**config.mk**
```make
export PLATFORM = sky130hd
export DESIGN_NAME = bulk_ep_arbiter
export DESIGN_NICKNAME = d
export VERILOG_FILES = /design/src/rtl/bulk_ep_arbiter.sv
export SDC_FILE = /design/constraint.sdc
export NUM_CORES = 1
export LEC_CHECK = 0
export ABC_AREA = 1
export CAP_MARGIN = 20
export CORE_MARGIN = 4
export CORE_UTILIZATION = 30
export DETAILED_ROUTE_END_ITERATION = 6
export GPL_TIMING_DRIVEN = 0
export PLACE_DENSITY = 0.68
export SKIP_LAST_GASP = 1
export SYNTH_ARGS = -nofsm -noshare
export SYNTH_HDL_FRONTEND = slang
export SYNTH_SLANG_ARGS = --single-unit
```
**constraint.sdc**
```tcl
create_clock -name clk -period 1.95 [get_ports clk]
set_input_delay 0.4875 -clock clk [delete_from_list [all_inputs] [get_ports clk]]
set_output_delay 0.4875 -clock clk [all_outputs]
set_load 0.05 [all_outputs]
```
**src/rtl/bulk_ep_arbiter.sv**
```systemverilog
// Routes USB bulk IN/OUT transfers between the protocol layer and two endpoints (A/B).
// Optional packet statistics outputs are enabled by defining BULK_ARB_STATS_EN.
module bulk_ep_arbiter #(
  parameter logic [3:0]  EP_A_NUM = 4'd1,
  parameter logic [3:0]  EP_B_NUM = 4'd2,
  parameter int unsigned MAX_PKT  = 512
) (
  input  logic       clk,
  input  logic       rst,
  input  logic [3:0] blk_xfer_endpoint_i,
  input  logic       tlp_blk_in_xfer_i,
  output logic       tlp_blk_xfer_in_has_data_o,
  output logic [7:0] tlp_blk_xfer_in_data_o,
  output logic       tlp_blk_xfer_in_data_valid_o,
  output logic       tlp_blk_xfer_in_data_last_o,
  input  logic       tlp_blk_xfer_in_data_ready_i,
  input  logic       tlp_blk_out_xfer_i,
  output logic       tlp_blk_xfer_out_ready_read_o,
  input  logic [7:0] tlp_blk_xfer_out_data_i,
  input  logic       tlp_blk_xfer_out_data_valid_i,
  output logic       epa_in_xfer_o,
  input  logic       epa_in_has_data_i,
  input  logic       epa_in_tvalid_i,
  input  logic       epa_in_tlast_i,
  input  logic [7:0] epa_in_tdata_i,
  output logic       epa_in_tready_o,
  output logic       epa_out_xfer_o,
  input  logic       epa_out_ready_read_i,
  output logic       epa_out_tvalid_o,
  output logic       epa_out_tlast_o,
  output logic [7:0] epa_out_tdata_o,
  output logic       epb_in_xfer_o,
  input  logic       epb_in_has_data_i,
  input  logic       epb_in_tvalid_i,
  input  logic       epb_in_tlast_i,
  input  logic [7:0] epb_in_tdata_i,
  output logic       epb_in_tready_o,
  output logic       epb_out_xfer_o,
  input  logic       epb_out_ready_read_i,
  output logic       epb_out_tvalid_o,
  output logic       epb_out_tlast_o,
  output logic [7:0] epb_out_tdata_o
`ifdef BULK_ARB_STATS_EN
  ,
  output logic [15:0] stat_in_pkts_o,
  output logic [15:0] stat_out_pkts_o
`endif
);

  localparam int unsigned CntW = $clog2(MAX_PKT) + 1;
  localparam logic [CntW-1:0] LastCnt = CntW'(MAX_PKT - 1);

  typedef enum logic [2:0] {StIdle, StInA, StInB, StOutA, StOutB, StDrop} state_e;

  state_e          state_q, state_d;
  logic            drop_in_q, drop_in_d;
  logic [CntW-1:0] cnt_q, cnt_d;
  logic            done_q, done_d;
  logic [7:0]      hold_q, hold_d;
  logic            hold_vld_q, hold_vld_d;
  logic [7:0]      out_data_q, out_data_d;
  logic            epa_tv_q, epa_tv_d, epa_tl_q, epa_tl_d;
  logic            epb_tv_q, epb_tv_d, epb_tl_q, epb_tl_d;
  logic            sel_a, sel_b, in_beat;

  assign sel_a = (blk_xfer_endpoint_i == EP_A_NUM);
  assign sel_b = (blk_xfer_endpoint_i == EP_B_NUM) && !sel_a;

  assign tlp_blk_xfer_in_has_data_o = sel_a ? epa_in_has_data_i :
                                      sel_b ? epb_in_has_data_i : 1'b0;
  assign tlp_blk_xfer_out_ready_read_o = sel_a ? epa_out_ready_read_i :
                                         sel_b ? epb_out_ready_read_i : 1'b0;

  // IN pass-through; blocked once a packet has been cut at MAX_PKT.
  always_comb begin
    tlp_blk_xfer_in_data_o       = 8'h00;
    tlp_blk_xfer_in_data_valid_o = 1'b0;
    tlp_blk_xfer_in_data_last_o  = 1'b0;
    epa_in_tready_o              = 1'b0;
    epb_in_tready_o              = 1'b0;
    if (state_q == StInA && !done_q) begin
      tlp_blk_xfer_in_data_o       = epa_in_tdata_i;
      tlp_blk_xfer_in_data_valid_o = epa_in_tvalid_i;
      tlp_blk_xfer_in_data_last_o  = epa_in_tlast_i || (cnt_q == LastCnt);
      epa_in_tready_o              = tlp_blk_xfer_in_data_ready_i;
    end else if (state_q == StInB && !done_q) begin
      tlp_blk_xfer_in_data_o       = epb_in_tdata_i;
      tlp_blk_xfer_in_data_valid_o = epb_in_tvalid_i;
      tlp_blk_xfer_in_data_last_o  = epb_in_tlast_i || (cnt_q == LastCnt);
      epb_in_tready_o              = tlp_blk_xfer_in_data_ready_i;
    end
  end

  assign in_beat = tlp_blk_xfer_in_data_valid_o && tlp_blk_xfer_in_data_ready_i;

  always_comb begin
    state_d    = state_q;
    drop_in_d  = drop_in_q;
    cnt_d      = cnt_q;
    done_d     = done_q;
    hold_d     = hold_q;
    hold_vld_d = hold_vld_q;
    out_data_d = out_data_q;
    epa_tv_d   = 1'b0;
    epa_tl_d   = 1'b0;
    epb_tv_d   = 1'b0;
    epb_tl_d   = 1'b0;
    unique case (state_q)
      StIdle: begin
        if (tlp_blk_in_xfer_i) begin
          cnt_d     = '0;
          done_d    = 1'b0;
          drop_in_d = 1'b1;
          state_d   = sel_a ? StInA : sel_b ? StInB : StDrop;
        end else if (tlp_blk_out_xfer_i) begin
          hold_vld_d = 1'b0;
          drop_in_d  = 1'b0;
          state_d    = sel_a ? StOutA : sel_b ? StOutB : StDrop;
        end
      end
      StInA, StInB: begin
        if (in_beat) begin
          cnt_d = cnt_q + 1'b1;
          if (cnt_q == LastCnt) done_d = 1'b1;
        end
        if (!tlp_blk_in_xfer_i) state_d = StIdle;
      end
      StOutA, StOutB: begin
        // A byte is only released once its successor (or end of transfer) is known.
        if (!tlp_blk_out_xfer_i) begin
          if (hold_vld_q) begin
            out_data_d = hold_q;
            epa_tv_d   = (state_q == StOutA);
            epa_tl_d   = (state_q == StOutA);
            epb_tv_d   = (state_q == StOutB);
            epb_tl_d   = (state_q == StOutB);
          end
          hold_vld_d = 1'b0;
          state_d    = StIdle;
        end else if (tlp_blk_xfer_out_data_valid_i) begin
          if (hold_vld_q) begin
            out_data_d = hold_q;
            epa_tv_d   = (state_q == StOutA);
            epb_tv_d   = (state_q == StOutB);
          end
          hold_d     = tlp_blk_xfer_out_data_i;
          hold_vld_d = 1'b1;
        end
      end
      StDrop: begin
        if (drop_in_q ? !tlp_blk_in_xfer_i : !tlp_blk_out_xfer_i) state_d = StIdle;
      end
      default: state_d = StIdle;
    endcase
  end

  always_ff @(posedge clk) begin
    if (rst) begin
      state_q    <= StIdle;
      drop_in_q  <= 1'b0;
      cnt_q      <= '0;
      done_q     <= 1'b0;
      hold_q     <= 8'h00;
      hold_vld_q <= 1'b0;
      out_data_q <= 8'h00;
      epa_tv_q   <= 1'b0;
      epa_tl_q   <= 1'b0;
      epb_tv_q   <= 1'b0;
      epb_tl_q   <= 1'b0;
    end else begin
      state_q    <= state_d;
      drop_in_q  <= drop_in_d;
      cnt_q      <= cnt_d;
      done_q     <= done_d;
      hold_q     <= hold_d;
      hold_vld_q <= hold_vld_d;
      out_data_q <= out_data_d;
      epa_tv_q   <= epa_tv_d;
      epa_tl_q   <= epa_tl_d;
      epb_tv_q   <= epb_tv_d;
      epb_tl_q   <= epb_tl_d;
    end
  end

  assign epa_in_xfer_o    = (state_q == StInA);
  assign epb_in_xfer_o    = (state_q == StInB);
  assign epa_out_xfer_o   = (state_q == StOutA);
  assign epb_out_xfer_o   = (state_q == StOutB);
  assign epa_out_tvalid_o = epa_tv_q;
  assign epa_out_tlast_o  = epa_tl_q;
  assign epa_out_tdata_o  = out_data_q;
  assign epb_out_tvalid_o = epb_tv_q;
  assign epb_out_tlast_o  = epb_tl_q;
  assign epb_out_tdata_o  = out_data_q;

`ifdef BULK_ARB_STATS_EN
  logic [15:0] stat_in_q, stat_out_q;

  always_ff @(posedge clk) begin
    if (rst) begin
      stat_in_q  <= 16'h0000;
      stat_out_q <= 16'h0000;
    end else begin
      if ((state_q == StInA || state_q == StInB) && state_d == StIdle) begin
        stat_in_q <= stat_in_q + 16'd1;
      end
      if ((state_q == StOutA || state_q == StOutB) && state_d == StIdle) begin
        stat_out_q <= stat_out_q + 16'd1;
      end
    end
  end

  assign stat_in_pkts_o  = stat_in_q;
  assign stat_out_pkts_o = stat_out_q;
`endif

endmodule

```
# Word-level counts from Yosys, hierarchy flattened
# Cells that the tools add are included.
# classes
mux	46
n_eq_ne	19
n_addsub	1
bitwise	1
reduce_logical	25
# op_table
op	n
$mux W8	5
$mux W1	27
$mux W3	8
$mux W10	2
$pmux W10 S2	1
$ne A2 B2 Y1 const B	8
$pmux W3 S4	1
$reduce_and A4 Y1	3
$add A10 B1 Y10 const B	1
$eq A10 B9 Y1 const B	1
$eq A3 B2 Y1 const B	2
$eq A3 B3 Y1 const B	2
$ne A3 B3 Y1 const B	2
$reduce_and A3 Y1	2
$reduce_bool A2 Y1	3
$reduce_or A2 Y1	3
$eq A4 B1 Y1 const B	1
$eq A4 B2 Y1 const B	1
$logic_and A1 B1 Y1	4
$logic_not A1 Y1	4
$pmux W1 S2	2
$reduce_and A2 Y1	2
$eq A3 B1 Y1 const B	1
$logic_not A3 Y1	1
4 further kinds	5
# word_totals
output_inout_bits	38
ff_bits	36
word_cells	103
in_bits	42

# Depth between registers and ports, before layout
# depth
ltp_word	8
depth_mapped	10
mapped_depth_nobuf	10

# Worst setup path before layout
# Ideal clock, no wire load.
# synth_path
path_kind	input to output
start	input blk_xfer_endpoint_i[3]
end	output tlp_blk_xfer_in_has_data_o
slack_ns	-0.368
path_buffers	0
required_time_ns	1.462
arrival_ns	1.830
cell_stages	3
cell_sequence	nor2_1 -> nand3_1 -> o21ai_0
# synth_between
elab_chain_len	5
word_cells_on_any_way	6
classes_between	eq/ne: 2; mux: 2; reduce/logical: 2
# synth_rtl
element	line	source
from (decl)	10	input logic [3:0] blk_xfer_endpoint_i,
$eq A4 B1 Y1	66	assign sel_a = (blk_xfer_endpoint_i == EP_A_NUM);
$logic_not A1 Y1	67	assign sel_b = (blk_xfer_endpoint_i == EP_B_NUM) && !sel_a;
$logic_and A1 B1 Y1	67	
$mux W1	70	sel_b ? epb_in_has_data_i : 1'b0;
$mux W1 *	69	assign tlp_blk_xfer_in_has_data_o = sel_a ? epa_in_has_data_i :
to (decl)	12	output logic tlp_blk_xfer_in_has_data_o,
# Every way passes the cells marked *; elsewhere a longest branch is shown, timed or not.

# Final worst setup path
# layout_path
start	register cnt_q[0]
end	output tlp_blk_xfer_in_data_last_o
# layout_between
elab_chain_len	4
word_cells_on_any_way	5
classes_between	eq/ne: 1; mux: 2; reduce/logical: 2
# layout_rtl
element	line	source
from (decl)	57	logic [CntW-1:0] cnt_q, cnt_d;
from (signal assigned)	173	cnt_q <= cnt_d;
$eq A10 B9 Y1 *	84, 89	
$logic_or A1 B1 Y1	89	tlp_blk_xfer_in_data_last_o = epb_in_tlast_i || (cnt_q == LastCnt);
$mux W1	86	end else if (state_q == StInB && !done_q) begin
$mux W1 *	81	if (state_q == StInA && !done_q) begin
to (decl)	15	output logic tlp_blk_xfer_in_data_last_o,
# Marks and branches as above.

==> results.ini <==
[status]
status = finished, violations left
violations = setup timing

[sta]
fin_skew_ns = 0.00632
fin_crit_sh = 1.07
layout_setup_ws_ns = -0.134
setup_violations = 2
period_needed_ns = 2.08
hold_viol = 0
fmax_mhz = 480
rsz0062_at_grt = yes
final_max_slew_viol_count = 0
maxSlewHeadroom = 0.646
tightest_slew_ns = 0.529

[synth]
synth_common_cells = 65 x nand2_1, 36 x dfxtp_1, 35 x inv_1
synthArstFlopShare = 0
syn_nets = 332
ys_seq_elements = 36
synth.top_cell.area_share = 0.379
yosys-top-cells-area = dfxtp_1 38%, nand2_1 13%, a21oi_1 7.1%, inv_1 6.9%, nand3_1 6.3%
synth-edff-count = 0
ys_seq_area_frac = 0.379
ys_types = 26
synth_top_area_cell = dfxtp_1
synth_most_common_cell = nand2_1
synth_ff_type = dfxtp_1
synth_area_sq_um = 1900
yosys_warnings = 0
syn_inst = 289
syn_avg_cell_area_sq_um = 6.57

[place]
hpwl_um = 4150
gp_congestion = 0.800
placed_cell_area_sq_um = 2800
portBuffers = 79
dp.cells = 443
detailedPlace.worstSlack_ns = -0.764

[finish]
stdcell_area_sq_um = 3140
fillerInstances = 604
area_growth_syn_to_layout_pct = 65.5
nets = 441
fin_cells = 473
drive_gt1_frac = 0.256
diodes = 0
final_util = 0.522

[route]
drcViolationCount = 0
dr.pass1.iters = 4
drt_iter0_drc = 115
routed_wl_um = 5920
vias = 2256
ant_nets = 0
vias_per_cell = 4.77
routedWlPerCell_um = 12.5

[pwr]
power_density_nw_per_um2 = 971
power_w = 0.00305
leakage_nw = 1.53
vdd_ir_drop_max_mv = 0.618

[global_route]
grt_overflow = 0
grt_pass1_wl_um = 9630
antenna_found_initial = 0
grt_max_degree = 11
grt_pass1_vias = 2141
grt_usage = 0.155

[die]
rows = 28
die_area_sq_um = 7670
io_pins = 80
die_x_um = 87.6
start_util = 0.315
core_sq_um = 6030
die_h_um = 87.6

[clock_tree]
cts_tree = yes
numCtsBuffers = 5
clk_path_buf_depth = 2
cts.clk_slew.worst_paths_ns = 0.07
cts_max_level = 2
postCtsHoldBufs = 0
clock_latency_ns = 0.29
cts-root-buf = clkbuf_8
cts.sinks = 36

[hold_path]
hold_path_class = flop to flop

[setup_path]
end_kind = primary output
worstSetupPathType = flop to primary output
crit_path_start_kind = flop
crit_required_ns = 1.46
crit_path_max_fanout = 3
crit_arrival_ns = 1.60

[job]
cap_viol_max_count = 0

## through the flow
step / setup TNS [ns] / hold WS, ns
5_1_grt: -0.445 / 0.475
6_report: -0.237 / 0.447
4_1_cts: -0.719 / 0.458
3_3_place_gp: -11.22 / 0.438
3_5_place_dp: -11.33 / 0.447
2_1_floorplan: -0.736 / 0.429
## cell families after synthesis
| group | count (synthesis) | share of synthesized area |
|---|---|---|
| adder cells (fa/ha/maj) | 1 | 0.00659 |
| buffers and inverters | 53 | 0.127 |
| AO/OA/AOI/OAI | 59 | 0.165 |
| flip-flops | 36 | 0.379 |
| AND/OR/NAND/NOR | 140 | 0.321 |
## worst max-delay path, cell delays in order (launching register included)
cell and delay (ns):
dfxtp_4 0.36, ha_4 0.15, nand2_4 0.06, nor2_4 0.09
nand2_2 0.09, nor2_4 0.10, nand2_2 0.09, nand2_1 0.07
nand3_1 0.06, nand2_1 0.08, buf_6 0.16
## area by class of cell
class	count	area [sq um]	share of cell area
buffer	15	114	0.0362
clock buffer	7	96.3	0.0306
inverter	38	150	0.0478
multi-input combinational	200	1030	0.326
sequential	36	734	0.234
tap	75	93.8	0.0298
timing repair buffer	102	930	0.296
## report_power, final
group          total, W  switching (W)  internal [W]
clock network  0.000569       0.000255      0.000315
logic           0.00156        0.00105      0.000510
registers      0.000923      0.0000894      0.000834
## sequential cells by signal (all words and copies together), names as in the netlist
register          cells
epa_out_tdata_o       8
done_q                1
cnt_q                10
hold_q                8
drop_in_q             1
epa_out_tvalid_o      1
epb_out_tlast_o       1
epa_out_tlast_o       1
hold_vld_q            1
state_q               3
epb_out_tvalid_o      1
## cells in the final DEF (no fill, tap or decap), types with 2 or more instances in the layout
cell / instances
nand2_1: 60
inv_2: 3
dfxtp_1: 29
nand3_2: 3
nor3_2: 2
o21ai_1: 5
buf_6: 12
o21ai_2: 2
dlymetal6s2s_1: 4
nor2_4: 4
nor2_1: 25
dfxtp_4: 2
nand4_1: 3
clkbuf_1: 2
inv_1: 33
dlygate4sd2_1: 18
buf_4: 36
clkdlybuf4s50_1: 39
dfxtp_2: 5
clkbuf_8: 7
nor2_2: 4
nand2_2: 10
nand3_1: 23
o21ai_0: 21
nor3_1: 3
a21oi_1: 26
buf_2: 5
## timing repair
| item | 4_1_cts | 5_1_grt |
|---|---|---|
| pin swaps | 12 | 10 |
| resized for setup | 150 | 32 |
| endpoints found under the setup margin | 33 | 21 |
| buffers inserted | 19 | 5 |
## per-layer routing
layer / wire [um] / GRT usage / up-vias
met4: 84 / 0.0516 / 0
met5: 0 / 0 / -
met1: 2430 / 0.176 / 1023
li1: - / - / 1141
met3: 578 / 0.0593 / 9
met2: 2830 / 0.268 / 83
## final timing paths
path	from	end	slack, ns	cells past startpoint
min reg2reg	hold_q[7]	epa_out_tdata_o[7]	0.45	2
max	cnt_q[0]	tlp_blk_xfer_in_data_last_o	-0.13	10
max reg2reg	cnt_q[0]	cnt_q[8]	-0.10	16
min	hold_q[7]	epa_out_tdata_o[7]	0.45	2
Power figures use the tool's default switching activity.
